$ cat src/rtl/uart_pkg.sv
// Shared definitions for the UART transmit path: serializer state
// encoding and the frame-length helper.
// Optional feature macro: UART_TX_PARITY_EN (adds one parity bit per frame).
package uart_pkg;

`ifdef UART_TX_PARITY_EN
  localparam int PARITY_BITS = 1;
  typedef enum logic [2:0] {
    IDLE   = 3'd0,
    START  = 3'd1,
    DATA   = 3'd2,
    PARITY = 3'd3,
    STOP   = 3'd4
  } tx_state_t;
`else
  localparam int PARITY_BITS = 0;
  typedef enum logic [2:0] {
    IDLE  = 3'd0,
    START = 3'd1,
    DATA  = 3'd2,
    STOP  = 3'd3
  } tx_state_t;
`endif

  // Number of bit periods in one frame: start + data + optional parity + stop.
  function automatic int frame_bits(input int data_w, input int stop_bits);
    return 1 + data_w + PARITY_BITS + stop_bits;
  endfunction

endpackage

$ cat src/rtl/uart_sync_fifo.sv
// Synchronous FIFO for the UART transmit buffer.
// Read data is the registered head entry, so a character written on one
// edge is visible on dout from the next cycle. Full/empty derive from the
// occupancy counter; pointers wrap naturally (depth is a power of two).
module uart_sync_fifo #(
  parameter int DATA_W     = 8,
  parameter int FIFO_DEPTH = 16
) (
  input  logic                          clk,
  input  logic                          rst,
  input  logic                          wr,
  input  logic                          rd,
  input  logic [DATA_W-1:0]             din,
  output logic [DATA_W-1:0]             dout,
  output logic                          full,
  output logic                          empty,
  output logic [$clog2(FIFO_DEPTH):0]   level
);

  localparam int AW = $clog2(FIFO_DEPTH);
  localparam int LW = AW + 1;

  logic [DATA_W-1:0] r_mem [FIFO_DEPTH];
  logic [AW-1:0]     r_wr_ptr;
  logic [AW-1:0]     r_rd_ptr;
  logic [LW-1:0]     r_level;
  logic              w_do_wr;
  logic              w_do_rd;

  assign full    = (r_level == LW'(FIFO_DEPTH));
  assign empty   = (r_level == '0);
  assign w_do_wr = wr && !full;
  assign w_do_rd = rd && !empty;
  assign dout    = r_mem[r_rd_ptr];
  assign level   = r_level;

  // Pointer and occupancy bookkeeping; simultaneous push and pop keep level.
  always_ff @(posedge clk or posedge rst) begin
    if (rst) begin
      r_wr_ptr <= '0;
      r_rd_ptr <= '0;
      r_level  <= '0;
    end else begin
      if (w_do_wr) r_wr_ptr <= r_wr_ptr + AW'(1);
      if (w_do_rd) r_rd_ptr <= r_rd_ptr + AW'(1);
      case ({w_do_wr, w_do_rd})
        2'b10:   r_level <= r_level + LW'(1);
        2'b01:   r_level <= r_level - LW'(1);
        default: r_level <= r_level;
      endcase
    end
  end

  // Storage array; contents are don't-care until written.
  always_ff @(posedge clk) begin
    if (w_do_wr) r_mem[r_wr_ptr] <= din;
  end

endmodule

$ cat src/rtl/uart_tx_buf.sv
// Buffered UART transmitter: a FIFO in front of a baud-tick driven
// serializer (start, LSB-first data, optional parity, stop bits).
// Optional feature macro: UART_TX_PARITY_EN adds input parity_odd and a
// parity bit after the data bits.
//
// Handshake: a character is taken on a rising edge where s_valid && s_ready;
// s_ready is !full from registered FIFO state, and a producer holding
// s_valid while s_ready is low simply waits (nothing dropped, nothing repeated).
module uart_tx_buf
  import uart_pkg::*;
#(
  parameter int DATA_W     = 8,
  parameter int FIFO_DEPTH = 16,
  parameter int STOP_BITS  = 1
) (
  input  logic                          clk,
  input  logic                          rst,
  input  logic                          baud_tick,
  input  logic [DATA_W-1:0]             s_data,
  input  logic                          s_valid,
`ifdef UART_TX_PARITY_EN
  input  logic                          parity_odd,
`endif
  output logic                          s_ready,
  output logic                          tx,
  output logic                          busy,
  output logic [$clog2(FIFO_DEPTH):0]   level,
  output tx_state_t                     o_dbg_state
);

  localparam int FRAME_LEN = frame_bits(DATA_W, STOP_BITS);
  localparam int CNT_W     = $clog2(FRAME_LEN);

  tx_state_t         r_state, w_state_n;
  logic [DATA_W-1:0] r_shift, w_shift_n;
  logic [CNT_W-1:0]  r_cnt,   w_cnt_n;
  logic              r_tx,    w_tx_n;
`ifdef UART_TX_PARITY_EN
  logic              r_par,   w_par_n;
`endif

  logic              w_push;
  logic              w_pop;
  logic              w_full;
  logic              w_empty;
  logic [DATA_W-1:0] w_fifo_dout;

  assign s_ready     = !w_full;
  assign w_push      = s_valid && s_ready;
  assign tx          = r_tx;
  assign busy        = (r_state != IDLE) || !w_empty;
  assign o_dbg_state = r_state;

  uart_sync_fifo #(
    .DATA_W     (DATA_W),
    .FIFO_DEPTH (FIFO_DEPTH)
  ) u_fifo (
    .clk   (clk),
    .rst   (rst),
    .wr    (w_push),
    .rd    (w_pop),
    .din   (s_data),
    .dout  (w_fifo_dout),
    .full  (w_full),
    .empty (w_empty),
    .level (level)
  );

  // Serializer state register; reset forces the line idle immediately.
  always_ff @(posedge clk or posedge rst) begin
    if (rst) begin
      r_state <= IDLE;
      r_shift <= '0;
      r_cnt   <= '0;
      r_tx    <= 1'b1;
`ifdef UART_TX_PARITY_EN
      r_par   <= 1'b0;
`endif
    end else begin
      r_state <= w_state_n;
      r_shift <= w_shift_n;
      r_cnt   <= w_cnt_n;
      r_tx    <= w_tx_n;
`ifdef UART_TX_PARITY_EN
      r_par   <= w_par_n;
`endif
    end
  end

  // Next-state logic: every transition happens only on a baud tick, and the
  // line value for the new bit is registered on that same edge.
  always_comb begin
    w_state_n = r_state;
    w_shift_n = r_shift;
    w_cnt_n   = r_cnt;
    w_tx_n    = r_tx;
    w_pop     = 1'b0;
`ifdef UART_TX_PARITY_EN
    w_par_n   = r_par;
`endif
    case (r_state)
      IDLE: begin
        w_tx_n = 1'b1;
        if (baud_tick && !w_empty) begin
          w_pop     = 1'b1;
          w_shift_n = w_fifo_dout;
          w_state_n = START;
          w_tx_n    = 1'b0;
`ifdef UART_TX_PARITY_EN
          w_par_n   = (^w_fifo_dout) ^ parity_odd;
`endif
        end
      end
      START: begin
        if (baud_tick) begin
          w_state_n = DATA;
          w_tx_n    = r_shift[0];
          w_shift_n = r_shift >> 1;
          w_cnt_n   = '0;
        end
      end
      DATA: begin
        if (baud_tick) begin
          if (r_cnt == CNT_W'(DATA_W - 1)) begin
`ifdef UART_TX_PARITY_EN
            w_state_n = PARITY;
            w_tx_n    = r_par;
`else
            w_state_n = STOP;
            w_tx_n    = 1'b1;
            w_cnt_n   = '0;
`endif
          end else begin
            w_tx_n    = r_shift[0];
            w_shift_n = r_shift >> 1;
            w_cnt_n   = r_cnt + CNT_W'(1);
          end
        end
      end
`ifdef UART_TX_PARITY_EN
      PARITY: begin
        if (baud_tick) begin
          w_state_n = STOP;
          w_tx_n    = 1'b1;
          w_cnt_n   = '0;
        end
      end
`endif
      STOP: begin
        if (baud_tick) begin
          if (r_cnt == CNT_W'(STOP_BITS - 1)) begin
            // Last stop bit done: chain straight into the next frame if one waits.
            if (!w_empty) begin
              w_pop     = 1'b1;
              w_shift_n = w_fifo_dout;
              w_state_n = START;
              w_tx_n    = 1'b0;
`ifdef UART_TX_PARITY_EN
              w_par_n   = (^w_fifo_dout) ^ parity_odd;
`endif
            end else begin
              w_state_n = IDLE;
              w_tx_n    = 1'b1;
            end
          end else begin
            w_cnt_n = r_cnt + CNT_W'(1);
          end
        end
      end
      default: begin
        w_state_n = IDLE;
        w_tx_n    = 1'b1;
      end
    endcase
  end

endmodule

$ cat config.mk
export PLATFORM = sky130hd
export DESIGN_NAME = uart_tx_buf
export DESIGN_NICKNAME = d
export VERILOG_FILES = /design/src/rtl/uart_pkg.sv /design/src/rtl/uart_sync_fifo.sv /design/src/rtl/uart_tx_buf.sv
export SDC_FILE = /design/constraint.sdc
export NUM_CORES = 1
export LEC_CHECK = 0
export CAP_MARGIN = 10
export CORE_MARGIN = 2
export CORE_UTILIZATION = 31
export CTS_BUF_LIST = sky130_fd_sc_hd__clkbuf_16
export CTS_CLUSTER_SIZE = 8
export DETAILED_ROUTE_END_ITERATION = 7
export SKIP_LAST_GASP = 1
export SLEW_MARGIN = 20
export SYNTH_ARGS = -nofsm -noshare
export SYNTH_HDL_FRONTEND = slang
export SYNTH_SLANG_ARGS = --single-unit
export TNS_END_PERCENT = 50
$ cat constraint.sdc
create_clock -name clk -period 3.4 [get_ports clk]
set_input_delay 0.34 -clock clk [delete_from_list [all_inputs] [get_ports clk]]
set_output_delay 0.34 -clock clk [all_outputs]
set_load 0.03 [all_outputs]
## Yosys cells after proc, flatten, opt, wreduce, memory -nomap -nowiden

Memory sizes are Yosys's and may differ from the RTL's.
Cells that the tools add are included.

- Bits in registers: 29
- Memory bits (writable): 128
- Input port bits: 12
- Output and inout port bits: 11
- Logic and storage cells: 85
- Memories kept: 1

- Add/sub/neg operators: 5
- Eq/ne operators: 16
- Muxes and demuxes: 38
- Reduce and logical (&&, ||, !) cells: 18

Memories:

| memory | words | bits a word | rd ports | clocked after memory_dff | wr ports | line | source |
|---|---|---|---|---|---|---|---|
| u_fifo.r_mem | 16 | 8 | 1 | 0 | 1 | uart_sync_fifo.sv:23 | `logic [DATA_W-1:0] r_mem [FIFO_DEPTH];` |

Operators with widths:

| cell | number |
|---|---|
| 8-bit two-way mux | 7 |
| 8-bit case mux with 4 select lines | 1 |
| 4-bit two-way mux | 5 |
| 3-bit two-way mux | 6 |
| 2-bit != test, second input constant | 9 |
| 1-bit two-way mux | 14 |
| 4-bit by 1-bit adder with 4-bit output, second input constant | 3 |
| 3-bit case mux with 4 select lines | 1 |
| 4-bit case mux with 3 select lines | 1 |
| 5-bit case mux with 2 select lines | 1 |
| 8-bit AND reduction | 1 |
| 3-bit by 2-bit equality test with 1-bit output, second input constant | 2 |
| 6-bit AND reduction | 1 |
| 3-bit nonzero test | 2 |
| 5-bit by 1-bit adder with 5-bit output, second input constant | 1 |
| 5-bit equality test, second input constant | 1 |
| 5-bit zero test | 1 |
| 5-bit AND reduction | 1 |
| 5-bit by 1-bit subtractor with 5-bit output, second input constant | 1 |
| 4-bit by 3-bit equality test with 1-bit output, second input constant | 1 |
| 1-bit logical AND | 4 |
| 4-bit zero test | 1 |
| 1-bit case mux with 4 select lines | 1 |
| 4-bit AND reduction | 1 |
| 9 further kinds | 10 |

## Logic depth before layout (Yosys ltp)

Gate-level depths: netlist (run 1).

- Depth after elaboration: 8
- Mapped depth: 12
- Mapped depth without buffers: 12

## Cells and area by module

Synthesis (run 1) repeated with hierarchy kept, for this count alone.

- Cell total of the unflattened synthesis: 423
- Area total of the unflattened synthesis: 6,774.0 sq um

By module, submodules not included:

| module | times used | cells each | area each (sq um) | seq. area each (sq um) |
|---|---|---|---|---|
| uart_sync_fifo | 1 | 333 | 5,836.8 | 4,169.0 |
| uart_tx_buf | 1 | 90 | 937.1 | 376.6 |

## Worst setup path before layout (run 1)

No wires, ideal clock.

- Path kind: reg-to-reg
- Start point: register u_fifo.r_level[0] (netlist: u_fifo.level[0])
- End point: register u_fifo.r_level[4] (netlist: u_fifo.level[4])
- Setup time: 0.123 ns
- Arrival time: 2.811 ns
- Data required time: 3.277 ns
- Setup slack: 0.466 ns
- Stages on the path, launching flop included: 13
- Buffers on the path: 1
- Period minus slack after synthesis: 2.934 ns
- Path through: dfrtp_1 > nor4_2 > nand2_1 > and2_1 > buf_2 > inv_1 > ha_1 > ha_1 > a21o_1 > a21oi_1 > xor2_1 > nor2_1 > xnor2_1

- Elaborated cells between the ends (all ways): 19
- Classes of those cells: add/sub: 2; eq/ne: 3; mux: 6; reduce/logical: 8

RTL lines:

| item | line | source |
|---|---|---|
| from (decl) | uart_sync_fifo.sv:26 | `logic [LW-1:0] r_level;` |
| from (signal assigned) | uart_sync_fifo.sv:47 | `2'b10: r_level <= r_level + LW'(1);` |
| from (signal assigned) | uart_sync_fifo.sv:48 | `2'b01: r_level <= r_level - LW'(1);` |
| from (signal assigned) | uart_sync_fifo.sv:49 | `default: r_level <= r_level;` |
| 5-bit equality test (*) | uart_sync_fifo.sv:30 | `assign full = (r_level == LW'(FIFO_DEPTH));` |
| 1-bit zero test (*) | uart_tx_buf.sv:48 | `assign s_ready = !w_full;` |
| net s_ready | uart_tx_buf.sv:24 | `output logic s_ready,` |
| 1-bit logical AND | uart_tx_buf.sv:49 | `assign w_push = s_valid && s_ready;` |
| 1-bit logical AND (*) | uart_sync_fifo.sv:32 | `assign w_do_wr = wr && !full;` |
| 2-bit by 1-bit equality test with 1-bit output or 2-bit equality test (tied branches) | uart_sync_fifo.sv:46 | `case ({w_do_wr, w_do_rd})` |
| 5-bit case mux with 2 select lines or 2-bit nonzero test (tied branches) | - |  |

The timed path passes the listed nets; every way through them passes the cells marked *.
A chain may end at the register's enable or synchronous reset.

## Final worst setup path (run 1)

- Start point: register r_state[0] (netlist: o_dbg_state[0])
- End point: register u_fifo.r_level[4] (netlist: u_fifo.level[4])

- Longest elaborated chain between the ends: 5
- Elaborated cells between the ends (all ways): 8
- Classes of those cells: eq/ne: 3; mux: 2; reduce/logical: 3

RTL lines:

| item | line | source |
|---|---|---|
| from (decl) | uart_tx_buf.sv:34 | `tx_state_t r_state, w_state_n;` |
| from (signal assigned) | uart_tx_buf.sv:80 | `r_state <= w_state_n;` |
| 3-bit by 2-bit equality test with 1-bit output or 3-bit zero test (tied branches) | uart_tx_buf.sv:101 | `case (r_state)` |
| 1-bit case mux with 2 select lines (*) | uart_tx_buf.sv:101 |  |
| 1-bit logical AND (*) | uart_sync_fifo.sv:33 | `assign w_do_rd = rd && !empty;` |
| net u_fifo.w_do_rd | uart_sync_fifo.sv:28 | `logic w_do_rd;` |
| 2-bit by 1-bit equality test with 1-bit output or 2-bit equality test (tied branches) | uart_sync_fifo.sv:46 |  |
| 5-bit case mux with 2 select lines or 2-bit nonzero test (tied branches) | - |  |

Marked as above.

==> results of run 1 <==
## worst max-delay path: stages (launching register included)
cell and delay (ns):
sky130_fd_sc_hd__dfrtp_1 0.41, sky130_fd_sc_hd__ha_1 0.34, sky130_fd_sc_hd__nand4bb_1 0.16, sky130_fd_sc_hd__nor2b_1 0.19
sky130_fd_sc_hd__nor4b_4 0.43, sky130_fd_sc_hd__ha_1 0.35, sky130_fd_sc_hd__ha_1 0.31, sky130_fd_sc_hd__a21o_1 0.16
sky130_fd_sc_hd__a21oi_1 0.17, sky130_fd_sc_hd__xor2_1 0.16, sky130_fd_sc_hd__nor2_1 0.06, sky130_fd_sc_hd__xnor2_1 0.13
## per-stage QoR
step / cell area, um2 / worst slack [ns] / hold WS (ns)
after floorplan: 6620 / 0.466 / 0.405
after global placement: 7150 / 0.503 / 0.496
after detailed placement: 7150 / 0.418 / 0.498
after CTS: 7720 / 0.393 / 0.511
after global routing: 7720 / 0.144 / 0.362
final: 7720 / 0.405 / 0.306
## flip-flops by register name, indices dropped and copies added, names as in the netlist
name / count
r_cnt: 4
u_fifo.level: 5
o_dbg_state: 2
u_fifo.r_rd_ptr: 4
u_fifo.r_mem: 128
r_shift: 8
tx: 1
u_fifo.r_wr_ptr: 4
## power by group through the flow
stage          Sequential (uW)  Clock, uW  Combinational, uW
2_1_floorplan             2660          0               1790
3_3_place_gp              2610          0               2310
3_5_place_dp              2630          0               2380
4_1_cts                   2590       1870               2390
5_1_grt                   2630       1950               2600
6_report                  2590       1830               2360
## cells by family (layout without fill, tap and decap cells)
| group | count (synthesis) | count (layout) | synth area share |
|---|---|---|---|
| flops | 156 | 156 | 0.687 |
| simple gates | 70 | 70 | 0.0552 |
| compound gates | 60 | 60 | 0.0545 |
| mux | 37 | 37 | 0.121 |
| buf+inv | 33 | 82 | 0.0323 |
| fa+ha+maj | 17 | 17 | 0.0333 |
| xor+xnor | 12 | 12 | 0.0159 |
| other cells | 1 | 1 | 0.000567 |
## per-layer routing
layer | wire length (um) | track usage | vias up
met5 | 0 | 0 | -
met4 | 262 | 0.0533 | 0
met3 | 423 | 0.0306 | 15
met2 | 6550 | 0.201 | 73
met1 | 5370 | 0.152 | 1743
li1 | - | - | 1579
## worst paths after layout
check	slack, ns	endpoint	start
max	0.41	u_fifo.level[4]$_DFFE_PP0P_	o_dbg_state[0]$_DFFE_PP0P_
min reg2reg	0.51	tx$_DFFE_PP1P_	tx$_DFFE_PP1P_
min in group clk	0.51	tx$_DFFE_PP1P_	tx$_DFFE_PP1P_
min	0.31	o_dbg_state[0]$_DFFE_PP0P_	rst
max reg2reg	0.41	u_fifo.level[4]$_DFFE_PP0P_	o_dbg_state[0]$_DFFE_PP0P_
max in group asynchronous	2.66	u_fifo.r_rd_ptr[0]$_DFFE_PP0P_	rst
## cell usage after synthesis (all sizes together) (2+ instances only)
master	n
o21ai	8
nor2b	2
clkbuf	3
nand2	12
nor4	2
and2	3
ha	16
nand3b	2
edfxtp	128
buf	17
nor2	28
nand3	3
nand2b	2
dfrtp	27
a22oi	16
xnor2	9
inv	11
nand4	2
a21oi	29
a21o	2
nor3	7
mux2	5
xor2	3
mux4	32
## final cells by class
| type | count | area [um2] | area share |
|---|---|---|---|
| Sequential cell | 156 | 4550 | 0.589 |
| Multi-Input combinational cell | 197 | 1860 | 0.241 |
| Clock inverter | 15 | 151 | 0.0196 |
| Clock buffer | 17 | 425 | 0.0551 |
| Timing Repair Buffer | 39 | 358 | 0.0463 |
| Tap cell | 275 | 344 | 0.0445 |
| Inverter | 11 | 41.3 | 0.00534 |
==> impl_summary.md, run 1 <==
Placed design
The number of instances in the placed design is 678. The count of buffers inserted at the top-level ports is 21. The congestion estimate from routability-driven global placement came to 0.786.

The HPWL after detailed placement is 7940 um.

Power and ir drop
For this design the static power due to leakage is 0.00267 uW. The share of total power dissipated in sequential elements is 0.383. The power density of the placed cells is 877 nW/um2. Cell internal power was estimated by the tool at 4470 uW. The proportion of power drawn by the clock network is 0.270.

The analysis attributes to net switching a power of 2310 uW. The post-layout total power is 6780 uW. The peak ir drop on the vdd network is 0.338 mV. The combinational power share is 0.348.

Of the total power, the share spent switching nets is 0.341.

Final layout
After filler insertion, the fill cell instance count of the layout stands at 1986. At the end of the flow, the number of nets in the layout was 451. At the end of the flow the core is filled with cells to 0.369.

The number of non-filler instances in the completed layout is 710. The share of final-layout standard cells stronger than drive strength 1 is 0.202. The top cell types in the final layout, fill and taps aside, are 128 x sky130_fd_sc_hd__edfxtp_1, 29 x sky130_fd_sc_hd__a21oi_1, 28 x sky130_fd_sc_hd__nor2_1, 26 x sky130_fd_sc_hd__mux4_2, 26 x sky130_fd_sc_hd__dfrtp_1. Compared with the post-synthesis result, the final layout area differs by 16.7%.

The commonest non-fill, non-tap cell in the layout is sky130_fd_sc_hd__edfxtp_1. The final antenna diode count is 0.

Route
In the routed layout, each cell is associated on average with a via count of 4.80. In this run, the number of DRC markers left after iteration 0 of detailed routing was 207. The first detailed-routing pass took 4 iterations. The number of design rule violations left after detail routing is 0. Summing over every cut layer, the via total after detailed routing is 3410.

The detail-routed net length per standard cell is 17.8 um. The remaining antenna violation count is 0. The final routed wirelength across all metal layers is 12600 um.

Logic synthesis
By area the synthesized netlist is led by sky130_fd_sc_hd__edfxtp_1 58%, sky130_fd_sc_hd__dfrtp_1 10%, sky130_fd_sc_hd__mux4_2 8.8%. The dominant cell type by area after synthesis is sky130_fd_sc_hd__edfxtp_1. The area of the mapped netlist is 6620 um2. The portion of the post-synthesis area used by sequential elements is 0.687.

The number of nets handed over by synthesis was 415. The proportion of synthesized flip-flops having asynchronous set or reset is 0.179. A synthesized cell averages 17.1 um2. The number of synthesized register bits is 156. Of the post-synthesis cell area, the dominant cell type holds 0.581. Yosys printed 0 warnings. The number of instances in the synthesized netlist is 386. In the synthesized netlist the dominant register cell turns out to be sky130_fd_sc_hd__edfxtp_1.

The number of enable-type register cells in the synthesized netlist is 128. After synthesis, the netlist uses 49 different library cells.

STA
Setup violations remaining at the end of the flow were counted as 0. The number of max-slew violations in the final report came to 0. The final critical path time including I/O delays and setup is 2.99 ns. Between clock sinks in the finished design, the worst skew comes to 0.00718 ns.

Setup repair after global routing left no endpoint under its margin. The sum of negative setup slack is 0 ns. The final hold violation count is 0.

Of the available clock period, the critical path in the final layout requires 0.881. The relative slew slack is 0.446. At the pin with the least slew margin, the transition time is 0.828 ns.

Timing would allow up to 334 MHz.

Critical path
Counting cells, the worst reg-to-reg path comes to 11. The type of the setup path with the least slack is flip-flop to flip-flop. The required time at the endpoint of the critical path is 3.70 ns. The arrival time at the worst endpoint is 3.30 ns. The highest net fanout along the worst path is 8.

STA classifies the critical path endpoint as a flip-flop. The worst setup path is launched from a flip-flop.

Floorplanning
The number of placement rows is 53. The die is 150 um wide. The floorplan step set the die height to 150 um. The die outline area is 22500 um2.

23 I/O pins were placed. In this run the standard cell core region covers 21000 um2. For this configuration, the core starts out at a cell density of 0.316.

CTS
The CTS tree is built. At the later pin of the worst-skew pair, clock insertion delay measures 0.42 ns. The post-CTS resize count is 0. The number of hold-repair buffers added at the cts stage is 0. The count of H-tree levels built during CTS is 4. The number of setup buffers added after CTS is 0.

The tree is rooted in a sky130_fd_sc_hd__clkbuf_16. The number of CTS-inserted buffers is 17. After clock tree synthesis, the clock-pin slew on the worst setup and hold paths is 0.06 ns. The tree built by TritonCTS fans out to 156 sinks. The deepest clock path buffer count is 2.

Global routing
The number of antenna violations at the first check in global routing is 0. The overall routing resource usage is 0.122. The pin count of the biggest net entering global routing is 36. The first global-routing pass estimated 19900 um of wire. The via count of the first global-routing pass was 3632. Summed over all layers, the global routing overflow is 0.

Run
The number of violations of the max-capacitance limit is 0.

Status
The flow ran to the end, and the final reports show no timing, DRC or antenna violations.

Worst hold path
The class of the worst hold path is input port to asynchronous set/reset pin.
No activity file was read; power rests on OpenSTA's default activity.
==> run 2: changes to the inputs <==
SLEW_MARGIN = not set   (was 20)
==> run 2 against run 1 <==
  * Non-clock buffer count is 1 higher
  * Count of clock-buffer cells in the layout stayed put
  * Global-route usage stayed put
  * Largest power group unchanged
  * Highest routed layer unchanged
==> impl_summary.md, run 2 (same netlist as run 1, synthesis figures left out) <==
Status
The flow ran to the end, and the final reports show no timing, DRC or antenna violations.

STA
The final critical path time including I/O delays and setup is 2.98 ns. Setup repair after global routing left no endpoint under its margin. In the finished design, the share of the clock period the worst path needs comes to 0.876. The sum of negative setup slack is 0 ns. For the pin with the worst max-slew slack, the measured transition is 0.832 ns. The relative slew slack is 0.443.

The number of max-slew violations in the final report is 0. The worst clock skew is 0.00681 ns. The achievable clock frequency is 336 MHz. The worst hold slack after final layout is 0.169 ns. The number of failing setup endpoints in the final timing report is 0. The final hold violation count is 0.

Route
The detail-routed net length per standard cell is 17.8 um. The starting DRC count in detailed routing is 256. The routed design has 12700 um of wire. The final route contains 3407 vias. The number of search-and-repair iterations in the first detailed-routing pass is 4. The remaining antenna violation count is 0. The number of design rule violations left after detail routing is 0. The number of vias per cell after detailed routing is 4.79.

Global routing
Across every metal layer, demand over resource in global routing totals 0.122. The number of antenna violations at the first check in global routing was 0. The via count of the first global-routing pass is 3632. For this run the aggregate overflow at the end of global routing stands at 0. Entering global routing, the biggest net connects 36 pins. The wire length of the first global-routing pass is 19900 um.

Worst hold path
The path class of the tightest hold or removal check is input port to asynchronous set/reset pin.

Critical path
The type of the setup path with the least slack is flip-flop to flip-flop. In this run the worst path has a maximum fanout of 8. STA classifies the critical path startpoint as a flip-flop.

The standard cell with the maximum stage delay on the critical path is sky130_fd_sc_hd__nor4b_4. The most frequent cell on the critical path is sky130_fd_sc_hd__ha_1. The worst setup path is captured at a flip-flop. Data on the critical path is required at its endpoint by 3.70 ns.

The critical path's top delay family is adder cells. The maximum single-stage delay on the critical path is 0.43 ns. The critical path contains buffers and inverters numbering 0 combined. Data on the critical path arrives at its endpoint at 3.28 ns. Walking the worst path, the cells encountered are ha_1 -> nand4bb_1 -> nor2b_1 -> nor4b_4 -> ha_1 -> ha_1 -> a21o_1 -> a21oi_1 -> xor2_1 -> nor2_1 -> xnor2_1.

Final layout
The top cell types in the final layout, fill and taps aside, are 128 x sky130_fd_sc_hd__edfxtp_1, 29 x sky130_fd_sc_hd__a21oi_1, 28 x sky130_fd_sc_hd__nor2_1, 26 x sky130_fd_sc_hd__mux4_2, 26 x sky130_fd_sc_hd__dfrtp_1. For this run, the post-layout net count is 452. The final antenna diode count is 0. The layout-stage area growth over the synthesis result is 17.1%.

u_fifo.r_mem holds more flip-flops than any other register. In the final layout, the share of cells above drive strength 1 is 0.202. The commonest non-fill, non-tap cell in the layout is sky130_fd_sc_hd__edfxtp_1. The number of flip-flops under the largest register name is 128.

Power and ir drop
The power density of the placed cells is 874 nW/um2. The total leakage power is 0.00268 uW. IR analysis of the VDD net gives a maximum drop of 0.338 mV. The post-layout total power is 6780 uW.

Floorplanning
For this configuration, the core starts out at a cell density of 0.316. The die outline area is 22500 um2. The die is 150 um wide. The die is 150 um tall. The core region is 21000 um2.

The number of top-level pins is 23. The number of placement rows is 53.

Run
The number of violations of the max-capacitance limit is 0.

CTS
For this design, the CTS-stage hold fixing added 0 buffers. TritonCTS built the clock tree. The clock latency on the worst-skew pair is 0.42 ns. CTS placed an instance of sky130_fd_sc_hd__clkbuf_16 at the clock tree root. The number of CTS-inserted buffers is 17. The deepest clock path buffer count is 2.

After clock tree synthesis, the repair step resized 0 gates. After clock tree synthesis, the clock-pin slew on the worst setup and hold paths is 0.06 ns. Buffers added to address setup during post-CTS repair amount to 0. For this design, the sink count on the clock tree is 156. The H-tree was split into 4 levels.

Placed design
Input and output buffers added on the ports amount to 21. The final RePlAce weighted congestion is 0.786. The HPWL after detailed placement is 7940 um.
==> run 2: changes by cell type in the layout (fill, tap and decap cells not counted), sizes merged <==
cell  change
buf       +1
==> run 2: stage by stage <==
stage | instance area, um2 | utilization | worst slack (ns) | cells
after floorplan | 6620 | - | 0.466 | 386
after global placement | 7150 | 0.341 | 0.503 | 678
after detailed placement | 7150 | 0.341 | 0.418 | 678
after CTS | 7720 | 0.369 | 0.393 | 710
after global routing | 7750 | 0.370 | 0.144 | 711
final | 7750 | 0.370 | 0.420 | 711
==> run 2: power breakdown <==
| part | total [uW] | internal (uW) | switching [uW] |
|---|---|---|---|
| logic | 2360 | 1040 | 1320 |
| clock network | 1820 | 1030 | 791 |
| registers | 2590 | 2400 | 192 |
| total | 6780 | 4470 | 2310 |
==> run 2: area by class of cell <==
type,count,area (um2)
flip-flops and latches,156,4550
inverters,11,41.3
fillers,1984,13200
multi-input cells,197,1860
clock buffers,17,425
repair buffers,40,385
well taps,275,344
clock inverters,15,151
==> run 2: final timing paths <==
path                                             from                          end  slack, ns  depth (start not counted)
min in group clk                       tx$_DFFE_PP1P_               tx$_DFFE_PP1P_       0.51                          2
min                                               rst   o_dbg_state[0]$_DFFE_PP0P_       0.17                          2
max                        o_dbg_state[0]$_DFFE_PP0P_  u_fifo.level[4]$_DFFE_PP0P_       0.42                         11
max reg2reg                o_dbg_state[0]$_DFFE_PP0P_  u_fifo.level[4]$_DFFE_PP0P_       0.42                         11
min reg2reg                            tx$_DFFE_PP1P_               tx$_DFFE_PP1P_       0.51                          2
max in group asynchronous                         rst               tx$_DFFE_PP1P_       2.73                          3
==> run 2: per-layer routing <==
| metal | wire [um] | vias to the layer above | global-route usage |
|---|---|---|---|
| met5 | 0 | - | 0 |
| met3 | 455 | 12 | 0.0306 |
| met4 | 197 | 0 | 0.0533 |
| met2 | 6560 | 71 | 0.201 |
| li1 | - | 1579 | - |
| met1 | 5450 | 1745 | 0.152 |
==> run 3: changes to the inputs <==
REMOVE_ABC_BUFFERS = 1   (was not set)
==> run 3 against run 2 <==
  * Count of clock-buffer cells in the layout unchanged
  * Critical path type unchanged
  * Sequential share of layout area rose by 0.49 points
  * Hold slack better by 0.13 ns
  * Combinational power down 3%
  * Via count grew 0.32%
  * Critical endpoint unchanged
  * Highest routed layer unchanged
  * Critical path depth unchanged
  * Fmax decreased by 0.46%
  * Cell count shrank 0.56%
  * Setup slack worse by 0.014 ns
  * Global-route usage is essentially flat
  * Clock skew rose by 0.0035 ns
==> impl_summary.md, run 3 (same netlist as run 1, synthesis figures left out) <==
STA
The relative slew slack is 0.388. The number of max-slew violations in the final report came to 0. Setup repair after global routing left no endpoint under its margin.

Across all setup checks in the final design, the least slack found is 0.406 ns. Final hold analysis gives a worst-case slack of 0.304 ns. Based on the critical path, the design can be clocked at up to 334 MHz. The final period utilization is 0.881.

The slew of the pin with the lowest slew margin is 0.914 ns. The sum of negative setup slack is 0 ns. The final hold violation count is 0. Counting I/O delays and the setup requirement, the final critical path takes 2.99 ns. The worst clock skew is 0.0103 ns.

The number of failing setup endpoints in the final timing report is 0.

Route
For this run, the detailed router's first-pass iteration total came to 4. The routed layout has 3418 vias. The detail-routed net length per standard cell is 18.1 um.

The number of vias per cell after detailed routing is 4.83. The starting DRC count in detailed routing is 232. Wires add up to 12800 um. The remaining antenna violation count is 0. After detailed routing, the number of remaining DRC violations is 0.

Final layout
The library cell used most frequently in the layout, excluding fill and tap cells, is sky130_fd_sc_hd__edfxtp_1. The register with the most flip-flops in the layout has 128 of them. The top cell types in the final layout, fill and taps aside, are 128 x sky130_fd_sc_hd__edfxtp_1, 29 x sky130_fd_sc_hd__a21oi_1, 28 x sky130_fd_sc_hd__nor2_1, 26 x sky130_fd_sc_hd__mux4_2, 26 x sky130_fd_sc_hd__dfrtp_1. The largest register by flop count is u_fifo.r_mem. The number of antenna diodes in the final layout is 0. For this run, the post-layout net count is 448. Compared with the post-synthesis result, the final layout area differs by 16.2%. In the final layout, the share of cells above drive strength 1 is 0.192.

Power and ir drop
The combinational power share is 0.339. The proportion of power drawn by the clock network is 0.272. The internal cell power is 4450 uW.

The total leakage power is 0.00265 uW. The switching power summed over all nets is 2320 uW. The peak ir drop on the vdd network is 0.339 mV. Of the total power, registers draw 0.389.

Dividing total power by cell area gives a power density of 881 nW/um2. The switching share of power is 0.343.

Critical path
The type of origin of the critical path is a flip-flop. Data arrives at the worst endpoint at 3.30 ns. The critical path is of the flip-flop to flip-flop type.

The worst setup path is captured at a flip-flop. The required time at the endpoint of the critical path is 3.70 ns. The depth of the worst register-to-register path is 11.

The highest net fanout along the worst path is 8.

Floorplanning
After floorplanning, the core was sized to cover 21000 um2. The initial core utilization is 0.316. The die outline height is 150 um. The number of placement rows is 53. In this run the count of I/O pins placed on the die edge is 23.

The die outline area is 22500 um2. The die is 150 um wide.

Global routing
The number of antenna violations at the first check in global routing was 0. The overall routing resource usage is 0.122. The layer flagged by global routing as most heavily used is met2.

The total congestion overflow is 0. The wire length of the first global-routing pass is 20300 um. For this run, global-route usage on met2 was measured as 0.199. For met1 alone, demand over resource in global routing was 0.157. Entering global routing, the biggest net connects 36 pins. The via count of the first global-routing pass is 3655. For this run, global-route usage on met3 was measured as 0.0306.

CTS
The clock tree synthesis step divided the H-tree into 4 levels. The clock transition at the registers of the reported paths is 0.06 ns. The CTS tree is built. The number of setup buffers added after CTS is 0. At the later pin of the worst-skew pair, clock insertion delay measures 0.42 ns. The buffer type at the clock tree root is sky130_fd_sc_hd__clkbuf_16. In this run, post-CTS repair resized a total of 0 instances. Buffers inserted to repair hold after CTS numbered 0. The number of CTS-inserted buffers is 17. The deepest clock path buffer count is 2. The clock sink count is 156.

Placed design
The worst slack at placement is 0.425 ns. The count of buffers inserted at the top-level ports is 21. The congestion estimate from routability-driven global placement came to 0.797.

Once detailed placement completed, the half-perimeter wirelength came to 8020 um.

Status
The run finished with clean final reports.

Run
The number of violations of the max-capacitance limit is 0.

Worst hold path
The class of the worst hold path is input port to asynchronous set/reset pin.
[run 3: critical path, cell delays in order (launching register included)]
cell and delay (ns):
sky130_fd_sc_hd__dfrtp_1 0.40, sky130_fd_sc_hd__ha_1 0.33, sky130_fd_sc_hd__nand4bb_1 0.17, sky130_fd_sc_hd__nor2b_1 0.19, sky130_fd_sc_hd__nor4b_4 0.45, sky130_fd_sc_hd__ha_1 0.35, sky130_fd_sc_hd__ha_1 0.31, sky130_fd_sc_hd__a21o_1 0.17
sky130_fd_sc_hd__a21oi_1 0.16, sky130_fd_sc_hd__xor2_1 0.16, sky130_fd_sc_hd__nor2_1 0.06, sky130_fd_sc_hd__xnor2_1 0.12
[run 3: worst paths after layout]
check,from,slack (ns),end
worst max-delay path,o_dbg_state[0]$_DFFE_PP0P_,0.41,u_fifo.level[4]$_DFFE_PP0P_
worst min-delay path,rst,0.30,u_fifo.level[0]$_DFFE_PP0P_
worst max register to register,o_dbg_state[0]$_DFFE_PP0P_,0.41,u_fifo.level[4]$_DFFE_PP0P_
worst min register to register,tx$_DFFE_PP1P_,0.50,tx$_DFFE_PP1P_
max in group asynchronous,rst,2.77,tx$_DFFE_PP1P_
min in group clk,tx$_DFFE_PP1P_,0.50,tx$_DFFE_PP1P_
[run 3: through the flow]
| stage | instance area (um2) | total power, uW | util | cells |
|---|---|---|---|---|
| floorplan | 6440 | 4260 | - | 364 |
| global placement | 7110 | 4910 | 0.339 | 675 |
| CTS | 7690 | 6850 | 0.367 | 707 |
| detailed placement | 7110 | 4990 | 0.339 | 675 |
| finish | 7690 | 6770 | 0.367 | 707 |
| global route | 7690 | 7190 | 0.367 | 707 |
[run 3: layout make-up]
type	count	area [um2]
Fill cell	1982	13300
Tap cell	275	344
Timing Repair Buffer	36	323
Clock inverter	15	150
Multi-Input combinational cell	197	1860
Sequential cell	156	4550
Clock buffer	17	425
Inverter	11	41.3
[run 3: per-layer routing]
layer  share of wire  vias up
met5               0        -
met1            0.44     1750
met3           0.048       13
li1                -     1572
met2            0.49       83
met4           0.013        0
[run 3: power by group through the flow]
stage                     Combinational [uW]  Sequential (uW)  Clock (uW)
after floorplan                         1450             2810           0
after global placement                  2250             2660           0
after detailed placement                2310             2680           0
after CTS                               2330             2640        1880
after global routing                    2550             2680        1970
final                                   2300             2630        1840
